===== config.mk =====
export PLATFORM = sky130hd
export DESIGN_NAME = usb_pulpino_mailbox
export DESIGN_NICKNAME = d
export VERILOG_FILES = /design/src/rtl/usb_pulpino_pkg.sv /design/src/rtl/mbox_fifo.sv /design/src/rtl/usb_pulpino_mailbox.sv
export SDC_FILE = /design/constraint.sdc
export NUM_CORES = 1
export LEC_CHECK = 0
export ABC_AREA = 1
export CAP_MARGIN = 20
export CELL_PAD_IN_SITES_DETAIL_PLACEMENT = 1
export CELL_PAD_IN_SITES_GLOBAL_PLACEMENT = 1
export CORE_MARGIN = 4
export CORE_UTILIZATION = 47
export DETAILED_ROUTE_END_ITERATION = 16
export GPL_ROUTABILITY_DRIVEN = 0
export GPL_TIMING_DRIVEN = 0
export PLACE_DENSITY_LB_ADDON = 0.1
export SLEW_MARGIN = 20
export SYNTH_ARGS = -nofsm -noshare
export SYNTH_HDL_FRONTEND = slang
export SYNTH_SLANG_ARGS = --single-unit

===== constraint.sdc =====
create_clock -name clk -period 3.85 [get_ports clk]
set_input_delay 0.77 -clock clk [delete_from_list [all_inputs] [get_ports clk]]
set_output_delay 0.77 -clock clk [all_outputs]
set_load 0.02 [all_outputs]

===== src/rtl/usb_pulpino_pkg.sv =====
// Shared constants for the USB <-> PULPino mailbox: default geometry and
// status-word bit positions (given as offsets above the occupancy count field).
package usb_pulpino_pkg;

    localparam int DEFAULT_DATA_WIDTH = 8;
    localparam int DEFAULT_DEPTH      = 4;

    // Status word = {overflow, underflow, count}; flag bits sit at pCNT_WIDTH + offset.
    localparam int STAT_CNT_LSB       = 0;
    localparam int STAT_UNDERFLOW_BIT = 0;
    localparam int STAT_OVERFLOW_BIT  = 1;

endpackage


===== src/rtl/mbox_fifo.sv =====
// One mailbox direction: flicker-driven push/pop FIFO with sticky over/underflow
// flags, flush, and a combinational head output masked to zero when empty.
module mbox_fifo #(
    parameter int DATA_WIDTH = 8,
    parameter int DEPTH      = 4,
    parameter int CNT_WIDTH  = $clog2(DEPTH + 1)
) (
    input  logic                  clk,
    input  logic                  rst,
    input  logic                  flush,
    input  logic [DATA_WIDTH-1:0] wdata,
    input  logic                  push_flicker,
    input  logic                  pop_flicker,
    output logic [DATA_WIDTH-1:0] rdata,
    output logic [CNT_WIDTH-1:0]  count,
    output logic                  overflow,
    output logic                  underflow,
    output logic                  push_done
);

    localparam int PTR_WIDTH = $clog2(DEPTH);
    localparam logic [CNT_WIDTH-1:0] FULL_COUNT = CNT_WIDTH'(DEPTH);

    logic [DATA_WIDTH-1:0] mem [DEPTH];
    logic [PTR_WIDTH-1:0]  wr_ptr_reg;
    logic [PTR_WIDTH-1:0]  rd_ptr_reg;
    logic [CNT_WIDTH-1:0]  count_reg;
    logic                  overflow_reg;
    logic                  underflow_reg;
    logic                  push_hist_reg;
    logic                  pop_hist_reg;

    logic push_ev;
    logic pop_ev;
    logic is_full;
    logic is_empty;
    logic do_push;
    logic do_pop;

    assign push_ev  = push_flicker ^ push_hist_reg;
    assign pop_ev   = pop_flicker ^ pop_hist_reg;
    assign is_full  = (count_reg == FULL_COUNT);
    assign is_empty = (count_reg == '0);

    // A pop on a full FIFO frees the slot the concurrent push needs; an empty FIFO never bypasses.
    assign do_pop  = pop_ev && !is_empty;
    assign do_push = push_ev && (!is_full || do_pop);

    always_ff @(posedge clk or posedge rst) begin
        if (rst) begin
            wr_ptr_reg    <= '0;
            rd_ptr_reg    <= '0;
            count_reg     <= '0;
            overflow_reg  <= 1'b0;
            underflow_reg <= 1'b0;
            push_hist_reg <= 1'b0;
            pop_hist_reg  <= 1'b0;
        end else begin
            // History always follows the inputs so flushed events are never replayed.
            push_hist_reg <= push_flicker;
            pop_hist_reg  <= pop_flicker;
            if (flush) begin
                wr_ptr_reg    <= '0;
                rd_ptr_reg    <= '0;
                count_reg     <= '0;
                overflow_reg  <= 1'b0;
                underflow_reg <= 1'b0;
            end else begin
                if (do_push) begin
                    wr_ptr_reg <= wr_ptr_reg + 1'b1;
                end
                if (do_pop) begin
                    rd_ptr_reg <= rd_ptr_reg + 1'b1;
                end
                if (do_push && !do_pop) begin
                    count_reg <= count_reg + 1'b1;
                end else if (!do_push && do_pop) begin
                    count_reg <= count_reg - 1'b1;
                end
                if (push_ev && !do_push) begin
                    overflow_reg <= 1'b1;
                end
                if (pop_ev && !do_pop) begin
                    underflow_reg <= 1'b1;
                end
            end
        end
    end

    // Storage is deliberately left unreset; reads are masked while empty.
    always_ff @(posedge clk) begin
        if (do_push && !flush) begin
            mem[wr_ptr_reg] <= wdata;
        end
    end

    assign rdata     = is_empty ? '0 : mem[rd_ptr_reg];
    assign count     = count_reg;
    assign overflow  = overflow_reg;
    assign underflow = underflow_reg;
    assign push_done = do_push && !flush;

endmodule


===== src/rtl/usb_pulpino_mailbox.sv =====
// Bidirectional USB <-> PULPino mailbox built from two independent flicker FIFOs.
// Optional macro USB_PULPINO_MAILBOX_IRQ_EN adds pulp_irq, one pulse per accepted USB push.
module usb_pulpino_mailbox
    import usb_pulpino_pkg::*;
#(
    parameter int pDATA_WIDTH = DEFAULT_DATA_WIDTH,
    parameter int pDEPTH      = DEFAULT_DEPTH,
    parameter int pCNT_WIDTH  = $clog2(pDEPTH + 1)
) (
    input  logic                   clk,
    input  logic                   reset_i,
    input  logic                   flush_i,
    input  logic [pDATA_WIDTH-1:0] usb_wdata,
    input  logic                   usb_write_flicker,
    input  logic                   usb_read_flicker,
    output logic [pDATA_WIDTH-1:0] usb_rdata,
    output logic [pCNT_WIDTH+1:0]  usb_status,
    input  logic [pDATA_WIDTH-1:0] pulp_wdata,
    input  logic                   pulp_write_flicker,
    input  logic                   pulp_read_flicker,
    output logic [pDATA_WIDTH-1:0] pulp_rdata,
    output logic [pCNT_WIDTH+1:0]  pulp_status
`ifdef USB_PULPINO_MAILBOX_IRQ_EN
    ,
    output logic                   pulp_irq
`endif
);

    logic [pCNT_WIDTH-1:0] u2p_count;
    logic [pCNT_WIDTH-1:0] p2u_count;
    logic u2p_overflow;
    logic u2p_underflow;
    logic p2u_overflow;
    logic p2u_underflow;
    logic u2p_push_done;
    logic p2u_push_done;

    mbox_fifo #(
        .DATA_WIDTH(pDATA_WIDTH),
        .DEPTH     (pDEPTH),
        .CNT_WIDTH (pCNT_WIDTH)
    ) u_u2p (
        .clk         (clk),
        .rst         (reset_i),
        .flush       (flush_i),
        .wdata       (usb_wdata),
        .push_flicker(usb_write_flicker),
        .pop_flicker (pulp_read_flicker),
        .rdata       (pulp_rdata),
        .count       (u2p_count),
        .overflow    (u2p_overflow),
        .underflow   (u2p_underflow),
        .push_done   (u2p_push_done)
    );

    mbox_fifo #(
        .DATA_WIDTH(pDATA_WIDTH),
        .DEPTH     (pDEPTH),
        .CNT_WIDTH (pCNT_WIDTH)
    ) u_p2u (
        .clk         (clk),
        .rst         (reset_i),
        .flush       (flush_i),
        .wdata       (pulp_wdata),
        .push_flicker(pulp_write_flicker),
        .pop_flicker (usb_read_flicker),
        .rdata       (usb_rdata),
        .count       (p2u_count),
        .overflow    (p2u_overflow),
        .underflow   (p2u_underflow),
        .push_done   (p2u_push_done)
    );

    // Each side sees its own inbound count but the peer's underflow, so both misuse cases are visible.
    assign usb_status[STAT_CNT_LSB +: pCNT_WIDTH]           = p2u_count;
    assign usb_status[pCNT_WIDTH + STAT_UNDERFLOW_BIT]      = u2p_underflow;
    assign usb_status[pCNT_WIDTH + STAT_OVERFLOW_BIT]       = p2u_overflow;
    assign pulp_status[STAT_CNT_LSB +: pCNT_WIDTH]          = u2p_count;
    assign pulp_status[pCNT_WIDTH + STAT_UNDERFLOW_BIT]     = p2u_underflow;
    assign pulp_status[pCNT_WIDTH + STAT_OVERFLOW_BIT]      = u2p_overflow;

`ifdef USB_PULPINO_MAILBOX_IRQ_EN
    logic irq_reg;

    always_ff @(posedge clk or posedge reset_i) begin
        if (reset_i) begin
            irq_reg <= 1'b0;
        end else begin
            irq_reg <= u2p_push_done;
        end
    end

    assign pulp_irq = irq_reg;

    logic unused_push_done;
    assign unused_push_done = p2u_push_done;
`else
    logic unused_push_done;
    assign unused_push_done = u2p_push_done ^ p2u_push_done;
`endif

endmodule


# ---- Word-level counts from Yosys, hierarchy flattened
# Memories as Yosys holds them, arrays and structs flattened.
# Cells that the tools add are included.
dict set report totals {
  register_bits 22
  latchBits 0
  mem_bits_rw 64
  romBits 0
  out_inout_bits 26
  memories 2
}
dict set report op_classes {
  addsub 8
  mul 0
  div 0
  order_cmp 0
  n_eq_ne 2
  shift 0
  n_mux 28
  bitwise 4
  reduce_logical 37
}
# memory depth width rd rd_clocked_by_memory_dff write_ports line_no
set memory_table {}
lappend memory_table {u_p2u.mem 4 8 1 0 1 mbox_fifo.sv:24} ;# logic [DATA_WIDTH-1:0] mem [DEPTH];
lappend memory_table {u_u2p.mem 4 8 1 0 1 mbox_fifo.sv:24}
# operator n
set ops {}
lappend ops {{$mux 3} 6}
lappend ops {{$mux 2} 8}
lappend ops {{$mux 8} 2}
lappend ops {{$reduce_bool 2->1} 8}
lappend ops {{$logic_and 1x1->1} 14}
lappend ops {{$mux 1} 12}
lappend ops {{$logic_not 1->1} 9}
lappend ops {{$add 2x1->2 const B} 4}
lappend ops {{$add 3x1->3 const B} 2}
lappend ops {{$eq 3x3->1 const B} 2}
lappend ops {{$logic_not 3->1} 2}
lappend ops {{$reduce_bool 3->1} 2}
lappend ops {{$sub 3x1->3 const B} 2}
lappend ops {{$xor 1x1->1} 4}
lappend ops {{$logic_or 1x1->1} 2}

# ---- Longest topological paths before layout
# Gate-level depths: netlist of the first run.
dict set report depth {
  ltp_word 10
  mapped_depth 13
}

# ---- Modules after synthesis
# Synthesis of the first run repeated with hierarchy kept, for this count alone.
dict set report hier_totals {
  hier_cells 358
  area_unflattened_um2 3903.7
}
# mod n_inst cells_per_inst area_per_inst_um2 seq_area_each_um2
set modules_own_cells {}
lappend modules_own_cells {mbox_fifo 2 177 1936.9 1236.2}
lappend modules_own_cells {usb_pulpino_mailbox 1 4 30.0 0.0}

# ---- Least setup slack after synthesis of the first run
# Ideal clock, no wire load.
dict set report synth_path {
  path_kind {input -> register}
  start {input port usb_read_flicker}
  end {register u_p2u.count_reg[2], in the netlist u_p2u.count[2]}
  setup_time_ns 0.117
  arrival_time_ns 1.972
  required_time_ns 3.733
  slack_ns 1.761
  path_stages 13
  path_buffers 0
  path_cell_list {inv_1 nand2_1 nand2_1 nand2_2 nand3_2 inv_1 fa_1 xnor2_1 inv_1 nand2_1 nand2_1 nand2_1 nand2_1}
}
dict set report synth_between {
  elab_chain_cells 7
  word_cells_on_any_way 11
  classes_between {2 x mux; 1 x bitwise; 8 x reduce/logical}
}
# item line_no
set synth_lines {}
lappend synth_lines {{start: declaration} usb_pulpino_mailbox.sv:15} ;# input logic usb_read_flicker,
lappend synth_lines {{$xor 1x1->1 (*)} mbox_fifo.sv:41} ;# assign pop_ev = pop_flicker ^ pop_hist_reg;
lappend synth_lines {{$logic_and 1x1->1 (*)} mbox_fifo.sv:46} ;# assign do_pop = pop_ev && !is_empty;
lappend synth_lines {{$logic_or 1x1->1} mbox_fifo.sv:47} ;# assign do_push = push_ev && (!is_full || do_pop);
lappend synth_lines {{$logic_and 1x1->1} mbox_fifo.sv:47}
lappend synth_lines {{$logic_and 1x1->1 / $logic_not 1->1 (equally long branches)} {mbox_fifo.sv:75, mbox_fifo.sv:77}}
lappend synth_lines {{$mux 3 / $logic_and 1x1->1 (equally long branches)} {mbox_fifo.sv:75, mbox_fifo.sv:77}}
lappend synth_lines {{$mux 3 / $reduce_bool 3->1 (equally long branches)} -}
lappend synth_lines {{end signal: assignment} mbox_fifo.sv:76} ;# count_reg <= count_reg + 1'b1;
lappend synth_lines {{end signal: assignment} mbox_fifo.sv:78} ;# count_reg <= count_reg - 1'b1;
lappend synth_lines {{end: declaration} mbox_fifo.sv:27} ;# logic [CNT_WIDTH-1:0] count_reg;
# Mark *: on every way between the ends. The rest lies on a longest branch, timed or not.
# A chain may end at the register's enable or synchronous reset.

# ---- Worst setup path after layout of the first run
dict set report layout_path {
  start {register u_u2p.rd_ptr_reg[1]}
  end {output port pulp_rdata[2]}
}
dict set report layout_between {
  elab_chain_cells 2
}
# item line_no
set layout_lines {}
lappend layout_lines {{start: declaration} mbox_fifo.sv:26} ;# logic [PTR_WIDTH-1:0] rd_ptr_reg;
lappend layout_lines {{start signal: assignment} mbox_fifo.sv:73} ;# rd_ptr_reg <= rd_ptr_reg + 1'b1;
lappend layout_lines {{$mem_v2 4x8} -}
lappend layout_lines {{$mux 8} mbox_fifo.sv:97} ;# assign rdata = is_empty ? '0 : mem[rd_ptr_reg];
lappend layout_lines {{end: declaration} usb_pulpino_mailbox.sv:21} ;# output logic [pDATA_WIDTH-1:0] pulp_rdata,
# No other way between the ends.

==> impl_metrics.py, run 1 <==
metrics = {
    "critical_path": {
        "r2r_slack_ns": 1.72,
        "worst_r2r_path_depth": 8,
        "r2r_end": "u_u2p.mem[0][3]$_DFFE_PP_",
        "critPathMaxFanout": 9,
        "crit_path_end_kind": "output pin",
        "slowest_delay_ns": 0.64,
        "required_ns": 3.08,
        "cp-start-kind": "register",
        "reg2reg_from": "u_u2p.pop_hist_reg$_DFF_PP0_",
        "crit_chain": "buf_4 -> clkinv_1 -> nor2_1 -> o21ai_0 -> a21oi_1 -> clkdlybuf4s50_1",
        "worstSetupPathType": "register to output pin",
        "crit_slowest_cell": "clkdlybuf4s50_1",
        "critPathArrivalTime_ns": 2.34,
    },
    "sta": {
        "max-slew-margin-rel_pct": 40.0,
        "skew_ns": 0.0112,
        "period_minus_slack_ns": 3.11,
        "hold_viol_final": 0,
        "setup_viol": 0,
        "min_period_over_period_pct": 80.9,
        "rsz0062_at_grt": "false",
        "worst_pin_slew_ns": 0.899,
        "fin_ws_ns": 0.736,
        "timing.final.max_slew_violations": 0,
        "holdWs_ns": 0.499,
        "fmax_mhz": 321,
        "setup_tns_ns": 0,
    },
    "layout": {
        "syn_to_final_growth_pct": 22.3,
        "final_common_cell": "nor2_1",
        "num-fill-cells": 862,
        "layout-drive-gt1-share_pct": 12.3,
        "layout_common_cells": "nor2_1, edfxtp_1, clkdlybuf4s50_1, o21ai_0",
        "final_area_um2": 4690,
        "diodes": 0,
        "finalNetCount": 450,
        "reg_top3": "u_p2u.mem (32), u_u2p.mem (32)",
    },
    "drt": {
        "vias_per_cell": 5.15,
        "antenna_left": 0,
        "vias": 2699,
        "wl_um": 8840,
        "post-route-drc-count": 0,
        "wire_per_inst_um": 16.9,
        "first_iter_violations": 111,
        "firstDrtPassIters": 4,
    },
    "floorplanning": {
        "die_width_um": 98.3,
        "dieArea_um2": 9670,
        "num_rows": 32,
        "ios": 49,
        "dieHeight_um": 98.3,
        "start_util_pct": 48.9,
        "core_um2": 7850,
    },
    "synth": {
        "synth_seq_cells": 86,
        "synth_area_um2": 3830,
        "synth.yosys.seq_area_share_pct": 64.5,
        "netlist_instances": 358,
        "synth_area_per_cell_um2": 10.7,
        "yosysWarnings": 0,
        "yosysUniqueCellTypes": 27,
        "synth_nets": 391,
    },
    "clocking": {
        "cts.sinks": 86,
        "cts_tree": "built",
        "cts-buffers-inserted": 9,
        "htree_levels": 3,
        "cts-root-buf": "clkbuf_8",
        "clk_pin_slew_ns": 0.08,
        "holdBufCountCts": 0,
        "clk_path_buf_depth": 2,
        "cts_resized": 0,
        "insertion_delay_ns": 0.36,
        "post_cts_buffers": 0,
    },
    "global_routing": {
        "antenna_found_initial": 0,
        "grt_max_degree": 23,
        "grt_pass1_vias": 2923,
        "grt_overflow_total": 0,
        "grt_usage_pct": 19.3,
        "grt_pass1_wl_um": 14500,
    },
    "hold_path": {
        "min_from": "u_p2u.underflow$_DFFE_PP0P_",
        "whs_path_depth": 2,
        "hold_end": "u_p2u.underflow$_DFFE_PP0P_",
        "hold_class": "register to register",
    },
    "power": {
        "cellPowerDensity_nw_per_um2": 660,
        "ir_drop_mv": 0.311,
        "power.leakage_nw": 1.86,
    },
    "placed_design": {
        "placed_area_um2": 4440,
        "dp_slack_ns": 0.825,
        "dp_hpwl_um": 6180,
        "portBuffers": 48,
    },
    "job": {
        "max-cap-violations": 0,
    },
    "outcome": {
        "status": "complete, no violations",
    },
}
-- metal layers --
layer	GRT usage, %	vias to the layer above	wire [um]
met5	0	-	0
met4	5.57	0	136
met3	4.36	17	303
met2	33.1	47	4620
met1	24.7	1331	3780
li1	-	1304	-
-- worst max-delay path: cells and delay by family (launching register included) --
family / cells / cell delay (ns)
flops: 1 / 0.34
buf+inv: 3 / 1.15
compound gates: 2 / 0.30
simple gates: 1 / 0.20
-- final cells by class --
cell class | instances | area [um^2] | share of cell area [%]
plain buffers | 14 | 90.1 | 1.92
clock buffers | 10 | 128 | 2.72
clock inverters | 6 | 118 | 2.51
inverters | 43 | 161 | 3.44
multi-input cells | 215 | 1110 | 23.7
flip-flops and latches | 86 | 2470 | 52.7
well taps | 102 | 128 | 2.72
repair buffers | 48 | 480 | 10.3
-- per-stage QoR --
| stage | power [mW] | util [%] | cells |
|---|---|---|---|
| after CTS | 3.13 | 59.7 | 524 |
| after floorplan | 1.87 | - | 358 |
| after detailed placement | 2.36 | 56.6 | 508 |
| final | 3.09 | 59.7 | 524 |
| after global routing | 3.30 | 59.7 | 524 |
| after global placement | 2.32 | 56.6 | 508 |
-- power by group --
group	internal [mW]	switching (mW)	leakage, nW
clock network	0.438	0.332	0.119
registers	1.09	0.0542	0.868
logic	0.463	0.715	0.875
-- worst max-delay path by stage --
stage | endpoint | from | slack (ns)
after floorplan | u_p2u.count[2]$_DFFE_PP0P_ | usb_read_flicker | 1.76
after global placement | u_u2p.mem[2][5]$_DFFE_PP_ | pulp_read_flicker | 0.88
after detailed placement | u_u2p.mem[0][5]$_DFFE_PP_ | pulp_read_flicker | 0.82
after CTS | usb_rdata[5] | u_p2u.rd_ptr_reg[1]$_DFFE_PP0P_ | 0.68
after global routing | pulp_rdata[0] | u_u2p.rd_ptr_reg[1]$_DFFE_PP0P_ | 0.58
final | pulp_rdata[2] | u_u2p.rd_ptr_reg[1]$_DFFE_PP0P_ | 0.74
-- cell families (layout without fill, tap and decap cells) --
| kind of cell | count (synthesis) | after routing | synth area share, % |
|---|---|---|---|
| and+or+nand+nor | 140 | 140 | 16.0 |
| AOI/OAI and AO/OA | 61 | 61 | 8.39 |
| adders and majority gates | 10 | 10 | 3.66 |
| buffers and inverters | 57 | 121 | 6.56 |
| xor gates and xnor gates | 4 | 4 | 0.914 |
| DFF | 86 | 86 | 64.5 |
-- cell usage after synthesis --
| library cell | n | share of area [%] |
|---|---|---|
| o21ai_2 | 2 | 0.46 |
| nand2_2 | 4 | 0.65 |
| fa_1 | 2 | 1.0 |
| buf_2 | 4 | 0.52 |
| o21a_1 | 2 | 0.39 |
| nand3_2 | 7 | 1.8 |
| buf_4 | 8 | 1.6 |
| dfrtp_1 | 22 | 14 |
| xnor2_1 | 2 | 0.46 |
| clkinv_1 | 4 | 0.39 |
| nand2_1 | 32 | 3.1 |
| edfxtp_1 | 64 | 50 |
| nor2_2 | 2 | 0.33 |
| inv_1 | 32 | 3.1 |
| nand3_1 | 3 | 0.39 |
| a21oi_2 | 1 | 0.23 |
| nand4_1 | 7 | 1.1 |
| clkbuf_2 | 2 | 0.26 |
| o21ai_0 | 33 | 4.3 |
| nor2_1 | 81 | 7.9 |
| inv_2 | 7 | 0.69 |
| ha_1 | 8 | 2.6 |
| a21oi_1 | 21 | 2.7 |
| or2_1 | 2 | 0.33 |
| o21ai_1 | 2 | 0.26 |
| xor2_1 | 2 | 0.46 |
| nor3_1 | 2 | 0.26 |
Note: power is estimated with default switching activity, not from simulation.
==> run 2, diff against run 1 <==
--- a/config.mk
+++ b/config.mk
@@ -10,7 +10,7 @@
 export CELL_PAD_IN_SITES_DETAIL_PLACEMENT = 1
 export CELL_PAD_IN_SITES_GLOBAL_PLACEMENT = 1
 export CORE_MARGIN = 4
-export CORE_UTILIZATION = 47
+export CORE_UTILIZATION = 43
 export DETAILED_ROUTE_END_ITERATION = 16
 export GPL_ROUTABILITY_DRIVEN = 0
 export GPL_TIMING_DRIVEN = 0
==> constraint.sdc (replaced) <==
create_clock -name clk -period 3.1 [get_ports clk]
set_input_delay 0.62 -clock clk [delete_from_list [all_inputs] [get_ports clk]]
set_output_delay 0.62 -clock clk [all_outputs]
set_load 0.02 [all_outputs]
==> run 2 against run 1 <==
  * Sequential share of layout area grew 0.93 points
  * Setup slack lost 0.58 ns
  * Combinational power is 24% higher
  * Critical path type unchanged
  * Largest cell class unchanged
==> impl_metrics.py, run 2 (synthesized netlist as in run 1, its figures left out) <==
metrics = {
    "outcome": {
        "status": "complete, no violations",
    },
    "global_routing": {
        "grt_pass1_vias": 2835,
        "grt_overflow_total": 0,
        "grt_usage_pct": 18.1,
        "antenna_found_initial": 0,
        "grt_max_degree": 23,
        "grt_pass1_wl_um": 14200,
    },
    "critical_path": {
        "crit_slowest_cell": "clkdlybuf4s50_1",
        "cp-start-kind": "register",
        "crit_chain": "buf_2 -> inv_2 -> clkbuf_2 -> o21ai_0 -> a21oi_1 -> clkdlybuf4s50_1",
        "reg2reg_from": "u_u2p.pop_hist_reg$_DFF_PP0_",
        "critPathMaxFanout": 10,
        "worstSetupPathType": "register to output pin",
        "required_ns": 2.48,
        "crit_path_end_kind": "output pin",
        "critPathArrivalTime_ns": 2.33,
        "slowest_delay_ns": 0.66,
        "startpoint": "u_p2u.rd_ptr_reg[0]$_DFFE_PP0P_",
    },
    "sta": {
        "fmax_mhz": 339,
        "timing.final.max_slew_violations": 0,
        "rsz0062_at_grt": "false",
        "min_period_over_period_pct": 95.1,
        "period_minus_slack_ns": 2.95,
        "setup_tns_ns": 0,
        "skew_ns": 0.00792,
        "holdWs_ns": 0.500,
        "max-slew-margin-rel_pct": 39.8,
        "hold_viol_final": 0,
        "worst_pin_slew_ns": 0.901,
        "setup_viol": 0,
    },
    "drt": {
        "first_iter_violations": 68,
        "post-route-drc-count": 0,
        "antenna_left": 0,
        "wl_met3_um": 300,
        "wl_um": 8770,
        "vias_per_cell": 5.07,
        "route.met2.wl_um": 4230,
        "met1_length_um": 4110,
        "vias": 2680,
        "firstDrtPassIters": 5,
        "wire_per_inst_um": 16.6,
        "dr.max_layer_used": "met4",
    },
    "hold_path": {
        "min_from": "u_p2u.overflow$_DFFE_PP0P_",
        "hold_class": "register to register",
    },
    "floorplanning": {
        "dieHeight_um": 102,
        "core_um2": 8680,
        "die_width_um": 102,
        "ios": 49,
        "dieArea_um2": 10500,
        "start_util_pct": 44.2,
        "num_rows": 34,
    },
    "placed_design": {
        "dp_hpwl_um": 6120,
        "place_inst": 514,
        "portBuffers": 48,
    },
    "clocking": {
        "htree_levels": 3,
        "clk_pin_slew_ns": 0.08,
        "insertion_delay_ns": 0.36,
        "cts-buffers-inserted": 9,
        "holdBufCountCts": 0,
        "clk_path_buf_depth": 2,
        "cts_tree": "built",
        "cts.sinks": 86,
        "cts_resized": 0,
        "cts-root-buf": "clkbuf_8",
        "post_cts_buffers": 0,
    },
    "power": {
        "ir_drop_mv": 0.327,
        "cellPowerDensity_nw_per_um2": 775,
        "power.leakage_nw": 1.82,
    },
    "layout": {
        "reg_top3": "u_p2u.mem (32), u_u2p.mem (32)",
        "num-fill-cells": 971,
        "fin_util_pct": 53.1,
        "layout_common_cells": "nor2_1, edfxtp_1, clkdlybuf4s50_1, o21ai_0",
        "layout.cells.non_filler": 529,
        "final_common_cell": "nor2_1",
        "finalNetCount": 450,
        "layout-drive-gt1-share_pct": 11.9,
        "syn_to_final_growth_pct": 20.1,
        "diodes": 0,
    },
    "job": {
        "max-cap-violations": 0,
    },
}
==> run 2: metrics by stage <==
step	worst slack, ns	total power [mW]	instance area (um^2)
6_report	0.152	3.57	4610
5_1_grt	0.00306	3.81	4610
4_1_cts	0.0983	3.60	4610
3_5_place_dp	0.185	2.93	4450
3_3_place_gp	0.245	2.88	4450
2_1_floorplan	1.16	2.32	3830
==> run 2: power by group <==
group          leakage (nW)  switching (mW)  internal (mW)
Clock                0.0752           0.399          0.285
Combinational         0.875           0.886          0.574
Sequential            0.868          0.0673           1.36
==> run 2: metal layers <==
| metal | global-route usage, % | vias up |
|---|---|---|
| met4 | 7.47 | 0 |
| li1 | - | 1304 |
| met1 | 24.4 | 1321 |
| met3 | 3.14 | 10 |
| met5 | 0 | - |
| met2 | 29.0 | 45 |
==> run 2: path summary, 6_finish.rpt <==
kind                                                   end  slack [ns]  cells past startpoint
min in group asynchronous       u_p2u.count[0]$_DFFE_PP0P_        0.75                      2
max in group asynchronous  u_u2p.wr_ptr_reg[0]$_DFFE_PP0P_        1.79                      2
setup / recovery                              usb_rdata[0]        0.15                      6
hold / removal                  u_p2u.overflow$_DFFE_PP0P_        0.50                      1
setup reg to reg                 u_u2p.mem[2][0]$_DFFE_PP_        0.99                      8
hold reg to reg                 u_p2u.overflow$_DFFE_PP0P_        0.50                      1
==> run 2: worst max-delay path: cells and delay by family (launching register included) <==
kind	cells	cell delay, ns
DFF	1	0.36
buffers and inverters	4	1.25
AOI/OAI and AO/OA	2	0.36
==> run 2: area by class of cell <==
type                            count  area [um^2]  area share (%)
Timing Repair Buffer               48          480            10.4
Clock buffer                       11          131            2.85
Clock inverter                      4         25.0           0.543
Buffer                             14         90.1            1.96
Multi-Input combinational cell    215         1110            24.1
Inverter                           43          161            3.50
Sequential cell                    86         2470            53.7
Tap cell                          108          135            2.93
==> run 3, diff against run 2 <==
--- a/config.mk
+++ b/config.mk
@@ -11,6 +11,7 @@
 export CELL_PAD_IN_SITES_GLOBAL_PLACEMENT = 1
 export CORE_MARGIN = 4
 export CORE_UTILIZATION = 43
+export CTS_CLUSTER_SIZE = 24
 export DETAILED_ROUTE_END_ITERATION = 16
 export GPL_ROUTABILITY_DRIVEN = 0
 export GPL_TIMING_DRIVEN = 0
==> results of run 3 <==
Final layout, timing and power as in run 2 (identical DEF).
==> RTL edit (config.mk and constraints of run 1) <==
Register the output `usb_status`, without a reset; this adds one clock of latency there. The other outputs are not delayed to match.
--- a/src/rtl/usb_pulpino_mailbox.sv
+++ b/src/rtl/usb_pulpino_mailbox.sv
@@ -25,6 +25,8 @@
     output logic                   pulp_irq
 `endif
 );
+
+    logic [pCNT_WIDTH+1:0] usb_status_d;
 
     logic [pCNT_WIDTH-1:0] u2p_count;
     logic [pCNT_WIDTH-1:0] p2u_count;
@@ -72,9 +74,9 @@
     );
 
     // Each side sees its own inbound count but the peer's underflow, so both misuse cases are visible.
-    assign usb_status[STAT_CNT_LSB +: pCNT_WIDTH]           = p2u_count;
-    assign usb_status[pCNT_WIDTH + STAT_UNDERFLOW_BIT]      = u2p_underflow;
-    assign usb_status[pCNT_WIDTH + STAT_OVERFLOW_BIT]       = p2u_overflow;
+    assign usb_status_d[STAT_CNT_LSB +: pCNT_WIDTH]           = p2u_count;
+    assign usb_status_d[pCNT_WIDTH + STAT_UNDERFLOW_BIT]      = u2p_underflow;
+    assign usb_status_d[pCNT_WIDTH + STAT_OVERFLOW_BIT]       = p2u_overflow;
     assign pulp_status[STAT_CNT_LSB +: pCNT_WIDTH]          = u2p_count;
     assign pulp_status[pCNT_WIDTH + STAT_UNDERFLOW_BIT]     = p2u_underflow;
     assign pulp_status[pCNT_WIDTH + STAT_OVERFLOW_BIT]      = u2p_overflow;
@@ -99,5 +101,9 @@
     assign unused_push_done = u2p_push_done ^ p2u_push_done;
 `endif
 
+    always_ff @(posedge clk) begin
+        usb_status <= usb_status_d;
+    end
+
 endmodule
 
Check against the original RTL: not equivalent (Yosys sat finds a counterexample within 4 cycles, from zero or initial values and one cycle with reset_i high).
==> RTL edit against run 1 <==
- sequential cell count up 5
- area after synthesis grew 2.8%
- maximum frequency increased by 0.59%
- die area rose by 2.6%
- worst setup slack improved by 18 ps
- design area up 1.6%
- total power fell by 2.1%
- register-to-register slack got worse by 50 ps
- wire length is 0.95% lower
- non-clock buffer count shrank 2
- critical path type unchanged
- largest power group is now registers
==> RTL edit: results (changes against run 1) <==
| Metric | This run | vs run 1 |
|:---|:---|:---|
| Status | finished clean |  |
| Wire length per cell after detailed routing | 16.5 microns | -2.1% |
| Clock network area share | 0.0436 | -0.00870 |
| End of the worst register-to-register path | u_p2u.mem[2][2] |  |
| Net Count, Synth | 394 | +0.77% |
| Sum of met3 wire segment lengths after detailed routing | 308 microns | +1.7% |
| HP Start | u_u2p.underflow |  |
| Wire length on met2 | 4340 microns | -6.0% |
| Number of non-clock inverters in the layout | 42 | -2.3% |
| Worst hold margin | 389 ps | -110 ps |
| Share of synthesized area occupied by flip-flops and latches | 0.653 | +0.00779 |
| Met2 track utilization from global routing | 0.320 | -0.0105 |
| Startpoint of the most critical register-to-register path | u_p2u.pop_hist_reg |  |
| Number of clock buffers in the layout | 9 | -1 |
| Number of distinct library cells after synthesis | 32 | +19% |
| Measured slew at the worst slew-check pin | 909 ps | +10.3 ps |
| Relative area of non-clock buffer cells in the final design | 0.118 | -0.00346 |
| Routing usage on met3 | 0.0456 | +0.00201 |
| Number of global-route vias before repair | 2888 | -1.2% |
| Worst slack, placed | 798 ps | -27.2 ps |
| Global Route Usage Sum | 0.192 | -0.00152 |
| Routed length on met1 | 3960 microns | +4.7% |
| Vias post-DR | 2750 | +1.9% |
| Sw Ratio | 0.367 | +0.0112 |
| Register share of the cell area | 0.540 | +0.0128 |
| End of the worst hold path | usb_status[3] |  |
| Mean Syn Cell Area | 10.9 sq um | +2.0% |
| Core occupancy in the finished layout | 0.582 | -0.0149 |
| Met1 track utilization from global routing | 0.251 | +0.00409 |
| Total number of nets in the final design | 453 | +0.67% |
| Multi-Input Combinational | 216 | +0.47% |
| IR drop worst, VDD | 365 uV | +17% |
| Synthesis-stage register bit count | 91 | +5.8% |
| Bufs w/o clock | 60 | -3.2% |
| Final critical-path share of the clock period | 0.804 | -0.00478 |
| Fillers | 892 | +3.5% |
| Placed cell areas | 0.00455 sq mm | +2.5% |
| Most area-consuming cells after synthesis | sky130_fd_sc_hd__edfxtp_1 (49%), sky130_fd_sc_hd__dfrtp_1 (14%), sky130_fd_sc_hd__nor2_1 (7.7%) |  |
RTL edit: cell count changes in the layout (fill, tap and decap cells not counted), sizes merged, moves of 2 or more:
| cell | run 1 | this run |
|---|---|---|
| bufinv | 3 | 1 |
| clkinvlp | 1 | 3 |
| dfxtp | 0 | 5 |
| buf | 12 | 8 |
RTL edit: kinds of logic after synthesis:
| family | after synthesis | share of synthesized area |
|---|---|---|
| buffers and inverters | 54 | 0.0609 |
| xor gates and xnor gates | 4 | 0.00889 |
| adders and majority gates | 10 | 0.0356 |
| DFF | 91 | 0.653 |
| and+or+nand+nor | 140 | 0.159 |
| AOI/OAI and AO/OA | 62 | 0.0829 |
RTL edit: power groups by stage:
stage	Combinational, W	Clock [W]	Sequential, W
2_1_floorplan	0.000660	0	0.00126
3_3_place_gp	0.00112	0	0.00123
3_5_place_dp	0.00116	0	0.00123
4_1_cts	0.00117	0.000684	0.00121
5_1_grt	0.00127	0.000739	0.00123
6_report	0.00115	0.000664	0.00121
